`config.mk`:
```
export PLATFORM = sky130hd
export DESIGN_NAME = mux_stim_seq
export DESIGN_NICKNAME = d
export VERILOG_FILES = /design/src/rtl/mux_stim_seq.sv
export SDC_FILE = /design/constraint.sdc
export NUM_CORES = 1
export LEC_CHECK = 0
export CORE_UTILIZATION = 39
export CTS_CLUSTER_DIAMETER = 120
export CTS_CLUSTER_SIZE = 40
export DETAILED_ROUTE_END_ITERATION = 12
export HOLD_SLACK_MARGIN = 0.1
export SYNTH_ARGS = -nofsm -noshare
export SYNTH_HDL_FRONTEND = slang
export SYNTH_SLANG_ARGS = --single-unit
```
`constraint.sdc`:
```
create_clock -name clk -period 3 [get_ports clk]
set_clock_uncertainty 0.2 [all_clocks]
set_input_delay 0.6 -clock clk [delete_from_list [all_inputs] [get_ports clk]]
set_output_delay 0.6 -clock clk [all_outputs]
set_load 0.02 [all_outputs]
```
`src/rtl/mux_stim_seq.sv`:
```
// rtl/mux_stim_seq.sv - table-driven stimulus sequencer for N-input mux DUTs
//
// Plays a programmable step table into a mux DUT. Each step drives a select
// value, optionally updates one channel's data word, then holds for dwell+1
// cycles. Runs single-shot (done pulse at the end) or looped.
//
// Ports:
//   clk, rst_n      clock (rising edge), asynchronous active-low reset
//   cfg_we..cfg_dwell  step-table write port, accepted only while idle
//   cfg_last        index of the final step, captured on an accepted start
//   start, stop     run request (level) and abort request
//   loop_en         wrap to step 0 after the final step
//   busy, done      running flag, one-cycle normal-completion pulse
//   step_strobe     one-cycle pulse on the first cycle of each applied step
//   step_idx        index of the step currently applied
//   out_sel         select drive to the DUT
//   out_data        channel k at bits [k*DATA_W +: DATA_W]

module mux_stim_seq #(
  parameter int NUM_CH  = 4,
  parameter int DATA_W  = 16,
  parameter int DEPTH   = 16,
  parameter int DWELL_W = 8,
  localparam int SEL_W  = $clog2(NUM_CH),
  localparam int AW     = $clog2(DEPTH)
) (
  input  logic                     clk,
  input  logic                     rst_n,
  input  logic                     cfg_we,
  input  logic [AW-1:0]            cfg_addr,
  input  logic [SEL_W-1:0]         cfg_sel,
  input  logic [SEL_W-1:0]         cfg_ch,
  input  logic                     cfg_upd,
  input  logic [DATA_W-1:0]        cfg_data,
  input  logic [DWELL_W-1:0]       cfg_dwell,
  input  logic [AW-1:0]            cfg_last,
  input  logic                     start,
  input  logic                     stop,
  input  logic                     loop_en,
  output logic                     busy,
  output logic                     done,
  output logic                     step_strobe,
  output logic [AW-1:0]            step_idx,
  output logic [SEL_W-1:0]         out_sel,
  output logic [NUM_CH*DATA_W-1:0] out_data
);

  typedef enum logic {IDLE = 1'b0, RUN = 1'b1} state_t;

  state_t state_q, state_d;

  // Step table
  logic [SEL_W-1:0]   tbl_sel   [DEPTH];
  logic [SEL_W-1:0]   tbl_ch    [DEPTH];
  logic               tbl_upd   [DEPTH];
  logic [DATA_W-1:0]  tbl_data  [DEPTH];
  logic [DWELL_W-1:0] tbl_dwell [DEPTH];

  // Run-time registers
  logic [AW-1:0]             last_q;
  logic [AW-1:0]             step_idx_q;
  logic [DWELL_W-1:0]        cnt_q;
  logic [SEL_W-1:0]          out_sel_q;
  logic [NUM_CH*DATA_W-1:0]  out_data_q;
  logic                      done_q;
  logic                      strobe_q;

  // Next-state decode results
  logic          start_ok;
  logic          apply_en;
  logic [AW-1:0] apply_idx;
  logic          finish;

  // Entry read for the step being applied
  logic               wr_en;
  logic               byp;
  logic [SEL_W-1:0]   rd_sel;
  logic [SEL_W-1:0]   rd_ch;
  logic               rd_upd;
  logic [DATA_W-1:0]  rd_data;
  logic [DWELL_W-1:0] rd_dwell;

  assign wr_en    = cfg_we && (state_q == IDLE);
  assign start_ok = (state_q == IDLE) && start && !stop;

  // A write landing on the same edge as start must reach step 0, so the
  // write port is forwarded around the table when it targets the read entry.
  assign byp      = wr_en && (cfg_addr == apply_idx);
  assign rd_sel   = byp ? cfg_sel   : tbl_sel[apply_idx];
  assign rd_ch    = byp ? cfg_ch    : tbl_ch[apply_idx];
  assign rd_upd   = byp ? cfg_upd   : tbl_upd[apply_idx];
  assign rd_data  = byp ? cfg_data  : tbl_data[apply_idx];
  assign rd_dwell = byp ? cfg_dwell : tbl_dwell[apply_idx];

  always_ff @(posedge clk or negedge rst_n) begin
    if (!rst_n) begin
      for (int i = 0; i < DEPTH; i++) begin
        tbl_sel[i]   <= '0;
        tbl_ch[i]    <= '0;
        tbl_upd[i]   <= 1'b0;
        tbl_data[i]  <= '0;
        tbl_dwell[i] <= '0;
      end
    end else if (wr_en) begin
      tbl_sel[cfg_addr]   <= cfg_sel;
      tbl_ch[cfg_addr]    <= cfg_ch;
      tbl_upd[cfg_addr]   <= cfg_upd;
      tbl_data[cfg_addr]  <= cfg_data;
      tbl_dwell[cfg_addr] <= cfg_dwell;
    end
  end

  // State register
  always_ff @(posedge clk or negedge rst_n) begin
    if (!rst_n) state_q <= IDLE;
    else        state_q <= state_d;
  end

  // Next-state decode; stop outranks advance and loop
  always_comb begin
    state_d   = state_q;
    apply_en  = 1'b0;
    apply_idx = '0;
    finish    = 1'b0;
    case (state_q)
      IDLE: begin
        if (start_ok) begin
          state_d  = RUN;
          apply_en = 1'b1;
        end
      end
      RUN: begin
        if (stop) begin
          state_d = IDLE;
        end else if (cnt_q == '0) begin
          if (step_idx_q != last_q) begin
            apply_en  = 1'b1;
            apply_idx = step_idx_q + AW'(1);
          end else if (loop_en) begin
            apply_en  = 1'b1;
          end else begin
            state_d = IDLE;
            finish  = 1'b1;
          end
        end
      end
      default: state_d = IDLE;
    endcase
  end

  // Registered step application and dwell count
  always_ff @(posedge clk or negedge rst_n) begin
    if (!rst_n) begin
      last_q     <= '0;
      step_idx_q <= '0;
      cnt_q      <= '0;
      out_sel_q  <= '0;
      out_data_q <= '0;
      done_q     <= 1'b0;
      strobe_q   <= 1'b0;
    end else begin
      done_q   <= finish;
      strobe_q <= apply_en;
      if (start_ok) last_q <= cfg_last;
      if (apply_en) begin
        step_idx_q <= apply_idx;
        out_sel_q  <= rd_sel;
        cnt_q      <= rd_dwell;
        if (rd_upd) begin
          // Channel codes beyond NUM_CH-1 match nothing and update nothing
          for (int k = 0; k < NUM_CH; k++) begin
            if (rd_ch == k[SEL_W-1:0]) out_data_q[k*DATA_W +: DATA_W] <= rd_data;
          end
        end
      end else if (state_q == RUN && cnt_q != '0) begin
        cnt_q <= cnt_q - DWELL_W'(1);
      end
    end
  end

  // Outputs
  always_comb begin
    busy        = (state_q == RUN);
    done        = done_q;
    step_strobe = strobe_q;
    step_idx    = step_idx_q;
    out_sel     = out_sel_q;
    out_data    = out_data_q;
  end

endmodule

```
==> Word-level counts from Yosys, hierarchy flattened <==
Index checks and enable logic that the tools add are counted.
{ "classes": {"add_sub_neg": 2, "multipliers": 0, "div_mod_pow": 0, "magnitude_cmp": 3, "eq_ne": 5, "n_shift": 0, "muxes": 53, "n_bitwise": 3, "n_reduce_logical": 15} }
{ "op_table": {"columns": ["operator", "n"], "rows": [
  ["bitwise mux 256 bit", 1],
  ["bitwise mux 128 bit", 1],
  ["binary-select mux 16 bit (select 4 bit)", 1],
  ["bitwise mux 32 bit", 2],
  ["demux 16 bit (select 4 bit)", 1],
  ["two-way mux 16 bit", 4],
  ["two-way mux 8 bit", 6],
  ["binary-select mux 8 bit (select 4 bit)", 1],
  ["demux 8 bit (select 4 bit)", 1],
  ["binary-select mux 2 bit (select 4 bit)", 2],
  ["bitwise mux 16 bit", 1],
  ["two-way mux 1 bit", 16],
  ["two-way mux 4 bit", 4],
  ["two-way mux 2 bit", 7],
  ["AND reduction 3 bit", 4],
  [">= comparator 5 bit, second input constant", 2],
  ["inverter 4 -> 5 bit", 2],
  ["demux 2 bit (select 4 bit)", 1],
  ["logical NOT 8 bit", 1],
  ["nonzero test 8 bit", 1],
  ["subtractor 8 x 1 -> 8 bit, second input constant", 1],
  ["logical AND 1 bit", 6],
  ["< comparator 5 x 1 -> 1 bit, second input constant", 1],
  ["adder 4 x 1 -> 4 bit, second input constant", 1],
  ["11 further kinds", 13]
]} }
{ "word_totals": {"reg_bits": 549, "latchBits": 0, "ramBits": 0, "mem_bits_ro": 0, "in_bits": 43, "output_inout_bits": 73, "wordCells": 172, "memories": 0} }

==> Logic depth before layout (Yosys ltp) <==
{ "logic_depth": {"ltp_word": 12, "depth_mapped": 14, "mapped_depth_nobuf": 10} }

==> Least setup slack after synthesis <==
No wires, ideal clock.
{ "synth_timing": {"path_type": "register to register", "from": "reg cnt_q[0]", "to": "reg out_data_q[22] (netlist: out_data[22])", "arrival_time_ns": 2.701, "required_time_ns": 2.675, "path_slack_ns": -0.026, "stages_incl_launch_ff": 14, "path_buffers": 3, "period_less_slack_ns": 3.026, "path_cell_list": "dfrtp_1 inv_1 ha_1 nor3b_2 and3_2 buf_6 buf_2 nand4_1 nor2_1 a211o_1 a22o_4 nand3_4 buf_6 mux2_4"} }
{ "synth_between": {"elab_chain_len": 11, "word_cells_on_any_way": 24} }
{ "synth_rtl": {"columns": ["element", "line", "rtl"], "rows": [
  ["start: declaration", "62", "logic [DWELL_W-1:0] cnt_q;"],
  ["start signal: assignment", "168", "cnt_q <= rd_dwell;"],
  ["start signal: assignment", "176", "cnt_q <= cnt_q - DWELL_W'(1);"],
  ["logical NOT 8 bit (*)", "135", "end else if (cnt_q == '0) begin"],
  ["two-way mux 4 bit", "135", null],
  ["two-way mux 4 bit", "133", "if (stop) begin"],
  ["two-way mux 4 bit", "125", "case (state_q)"],
  ["inverter 4 -> 5 bit (implied by the code)", "90, 91, 92", null],
  ["binary-select mux 2 bit (select 4 bit)", "90", "assign rd_ch = byp ? cfg_ch : tbl_ch[apply_idx];"],
  ["two-way mux 2 bit (implied by the code) (2 in series)", "90", null],
  ["two-way mux 2 bit", "90", null],
  ["== test 2 x 1 -> 1 bit", "172", "if (rd_ch == k[SEL_W-1:0]) out_data_q[k*DATA_W +: DATA_W] <= rd_data;"],
  ["AND reduction 3 bit (no line)", null, null],
  ["end signal: indexed assignment", "172", null],
  ["end: declaration", "64", "logic [NUM_CH*DATA_W-1:0] out_data_q;"]
]} }
Every way passes the cells marked *; elsewhere a longest branch is shown, timed or not. The select of a mux whose other input is x is not followed.
A chain may end at the register's enable or synchronous reset.

==> Worst setup path after layout <==
{ "layout_timing": {"from": "reg cnt_q[0]", "to": "reg out_data_q[9] (netlist: out_data[9])"} }
{ "layout_between": {"elab_chain_len": 11, "word_cells_on_any_way": 24} }
{ "layout_rtl": {"columns": ["element", "line"], "rows": [
  ["logical NOT 8 bit (*)", "135"],
  ["two-way mux 4 bit", "135"],
  ["two-way mux 4 bit", "133"],
  ["two-way mux 4 bit", "125"],
  ["inverter 4 -> 5 bit (implied by the code)", "90, 91, 92"],
  ["binary-select mux 2 bit (select 4 bit)", "90"],
  ["two-way mux 2 bit (implied by the code) (2 in series)", "90"],
  ["two-way mux 2 bit", "90"],
  ["logical NOT 2 bit", "172"],
  ["AND reduction 3 bit (no line)", null]
]} }
Marked as above.

==> out/qor.csv <==
stage,metric,value,unit
clock_network,Clk Tree Root Cell,clkbuf_16,
global_route,gr usage total,23.0,%
clock_network,CTS Buf Count,17,
cells_and_area,fraction of layout cells with a size suffix above 1,41.4,%
global_route,grt total ovfl,0,
yosys,Yosys top cell area share,53.6,%
clock_network,# H-tree levels,1,
floorplan,number of primary I/O pins,116,
clock_network,CTS sink cnt,549,
cells_and_area,Fillers,5624,
global_route,first-pass GRT wire length,118000,um
global_route,initial antenna violation count,0,
pwr,Pwr per Cell Area,619,mW/mm^2
cells_and_area,Area Overhead vs Synth,25.5,%
clock_network,"CTS clk-pin slew, worst paths",0.15,ns
yosys,Avg Inst Size Synth,12.1,um^2
critical_path,CP required,3.27,ns
yosys,Post-synth top flop,dfrtp_1,
cells_and_area,final core occ,49.7,%
critical_path,"critical path fanouts, max",10,
cells_and_area,ant diodes,0,
pwr,Pleak,14.5,nW
yosys,"Net Count, Synth",2170,
route,vias per inst,5.66,
place,Routability Congestion,0.959,
yosys,library cells used by synthesis,69,
cells_and_area,most frequent cells in the layout,"dfrtp_1 (548), mux2_2 (445), nand2_1 (286)",
floorplan,CORE AREA,0.0647,mm^2
status,failing checks,setup timing,
timing,period utilisation layout,110,%
critical_path,Setup CP Type,reg2reg,
place,DP HPWL,45400,um
floorplan,Chip Height,258,um
timing,Fmax achieved,0.302,GHz
global_route,vias in the first global route,19036,
floorplan,row count,93,
timing,Slew headroom,51.3,%
floorplan,die width,258,um
clock_network,CTS max path bufs,3,
critical_path,Worst EP arrival,3.58,ns
place,IO buf count,115,
pwr,worst vdd ir,0.414,mV
timing,worst slew pin tran,0.728,ns
floorplan,die area,0.0667,mm^2
yosys,"area leader, netlist",dfrtp_1,
yosys,post-synthesis cell count,2124,
route,final wirelength,77300,um
min_path,Worst Hold Class,reg2reg,
status,outcome,"finished, violations left",
yosys,Post-Syn Area,0.0256,mm^2
route,Post-route DRC,0,
clock_network,CTS tree,built,
cells_and_area,Storage cell area,0.0137,mm^2
timing,Setup-failing EPs final,74,
route,Pre-antenna DRT Iters,7,
yosys,Async SR Flop Fraction,100,%
flow_run,Max Cap Viol,0,
yosys,register area share after synthesis,53.6,%
global_route,largest net degree at the start of global routing,83,
route,average wire per standard cell,23.7,um
critical_path,CP Launch Type,flip-flop,
critical_path,Worst Setup End Kind,flip-flop,
cells_and_area,area of the multi-input gates,0.0119,mm^2
clock_network,clk_lat worst skew,0.58,ns
floorplan,effective utilization at floorplan,39.6,%
route,Antenna Nets Post-Route,0,
cells_and_area,Final Instance Area,0.0322,mm^2
timing,setup slack after layout,-0.312,ns
route,Initial DRC Count,1382,
yosys,synth top area cells,"dfrtp_1 (54%), mux2_2 (20%), nand2_1 (4.4%)",
timing,final hold vios,0,
timing,unrepaired setup endpoints after global routing,true,
yosys,Seq cells post-synth,549,
timing,post-route minimum period,3.31,ns
timing,WHS,0.300,ns
yosys,synth warn,0,
place,placed cell areas,0.0298,mm^2
cells_and_area,final layout net count,2459,
cells_and_area,Post-Layout Cell Count,3268,
yosys,Post-synth EDFFs,0,
cells_and_area,"commonest non-fill, non-tap cell in the layout",dfrtp_1,
route,via count,18484,
timing,Pins Over Slew Limit,0,
place,number of instances in the placed design,3178,
==> final timing paths <==
path | to | cells after the start | from | slack [ns]
min in group asynchronous | tbl_dwell[5] | 2 | rst_n | 0.34
setup / recovery | out_data[9] | 12 | cnt_q[0] | -0.31
setup reg to reg | out_data[9] | 12 | cnt_q[0] | -0.31
hold / removal | tbl_dwell[123] | 2 | tbl_dwell[123] | 0.30
max in group asynchronous | step_idx[0] | 3 | rst_n | 1.40
hold reg to reg | tbl_dwell[123] | 2 | tbl_dwell[123] | 0.30
==> per-stage QoR <==
stage,worst slack (ns),TNS (ns),power (mW)
2_1_floorplan,0.000147,0,13.8
3_3_place_gp,-0.727,-47.01,15.9
3_5_place_dp,-0.739,-48.93,16.2
4_1_cts,-0.223,-11.32,19.9
5_1_grt,-0.331,-21.44,21.0
6_report,-0.312,-16.49,19.9
==> area by class of cell <==
cell class | count | share of cell area, %
clock buffers | 17 | 1.32
well taps | 855 | 3.32
flip-flops and latches | 549 | 42.7
repair buffers | 443 | 15.4
multi-input cells | 1374 | 36.9
clock inverters | 2 | 0.0428
inverters | 28 | 0.327
==> logic make-up (layout without fill, tap and decap cells) <==
| family | after synthesis | in the layout | share of synthesized area, % |
|---|---|---|---|
| compound gates | 301 | 301 | 8.45 |
| xor+xnor | 15 | 15 | 0.542 |
| fa+ha+maj | 3 | 3 | 0.146 |
| buf+inv | 202 | 490 | 3.28 |
| flops | 549 | 549 | 53.6 |
| mux | 572 | 572 | 25.4 |
| simple gates | 482 | 483 | 8.61 |
==> worst max-delay path: stages, from the launching register on <==
cell	delay (ns)
dfrtp_1	0.42
inv_2	0.08
ha_4	0.13
nor3b_4	0.29
buf_4	0.17
and3_4	0.22
a31oi_1	0.10
a2111oi_0	0.51
o21ai_1	0.16
and3_2	0.27
nand3_4	0.16
buf_12	0.17
mux2_4	0.30
==> state kept, by name (all words and copies together), names as in the netlist, 2 cells and up <==
register and flops:
tbl_ch 32, last_q 4, out_data 64, step_idx 4, out_sel 2, tbl_data 256, tbl_sel 32, tbl_dwell 128
tbl_upd 16, cnt_q 8
==> power breakdown <==
part           switching, mW  total [mW]  leakage (nW)  internal [mW]
Clock                   2.19        3.24         0.218           1.05
Combinational           2.70        6.19          7.43           3.49
Sequential              1.13        10.5          6.88           9.36
==> metal layers <==
layer	part of all wire, %	wire length, um	global-route usage (%)
met5	0	0	0
met4	2.7	2110	6.44
met3	5.0	3840	2.44
met2	49	37700	39.2
met1	43	33600	31.2
==> what timing repair did <==
item | in CTS | in global routing
setup buffers | 52 | 6
hold buffers | 1 | 0
pin swaps | 74 | 36
cloned | 16 | 2
resized for setup | 201 | 34
endpoints found under the hold margin | 40 | 0
endpoints found under the setup margin | 74 | 74
==> Yosys cell counts, types with 6 or more instances <==
cell type and count:
mux2i_1 68, xnor2_1 8, xor2_1 6, a21oi_1 29, nor2b_1 8, a31oi_1 25, clkbuf_1 114, a21boi_0 37
o2111ai_1 15, nor3_1 7, o21ai_0 53, buf_2 26, mux2_2 455, nand3_1 109, mux2_4 36, dfrtp_1 549
o221a_2 7, buf_1 27, a211oi_1 106, inv_1 28, nor2_1 21, nand2_1 300, buf_6 6, mux2_1 12
Note: power is estimated with default switching activity, not from simulation.
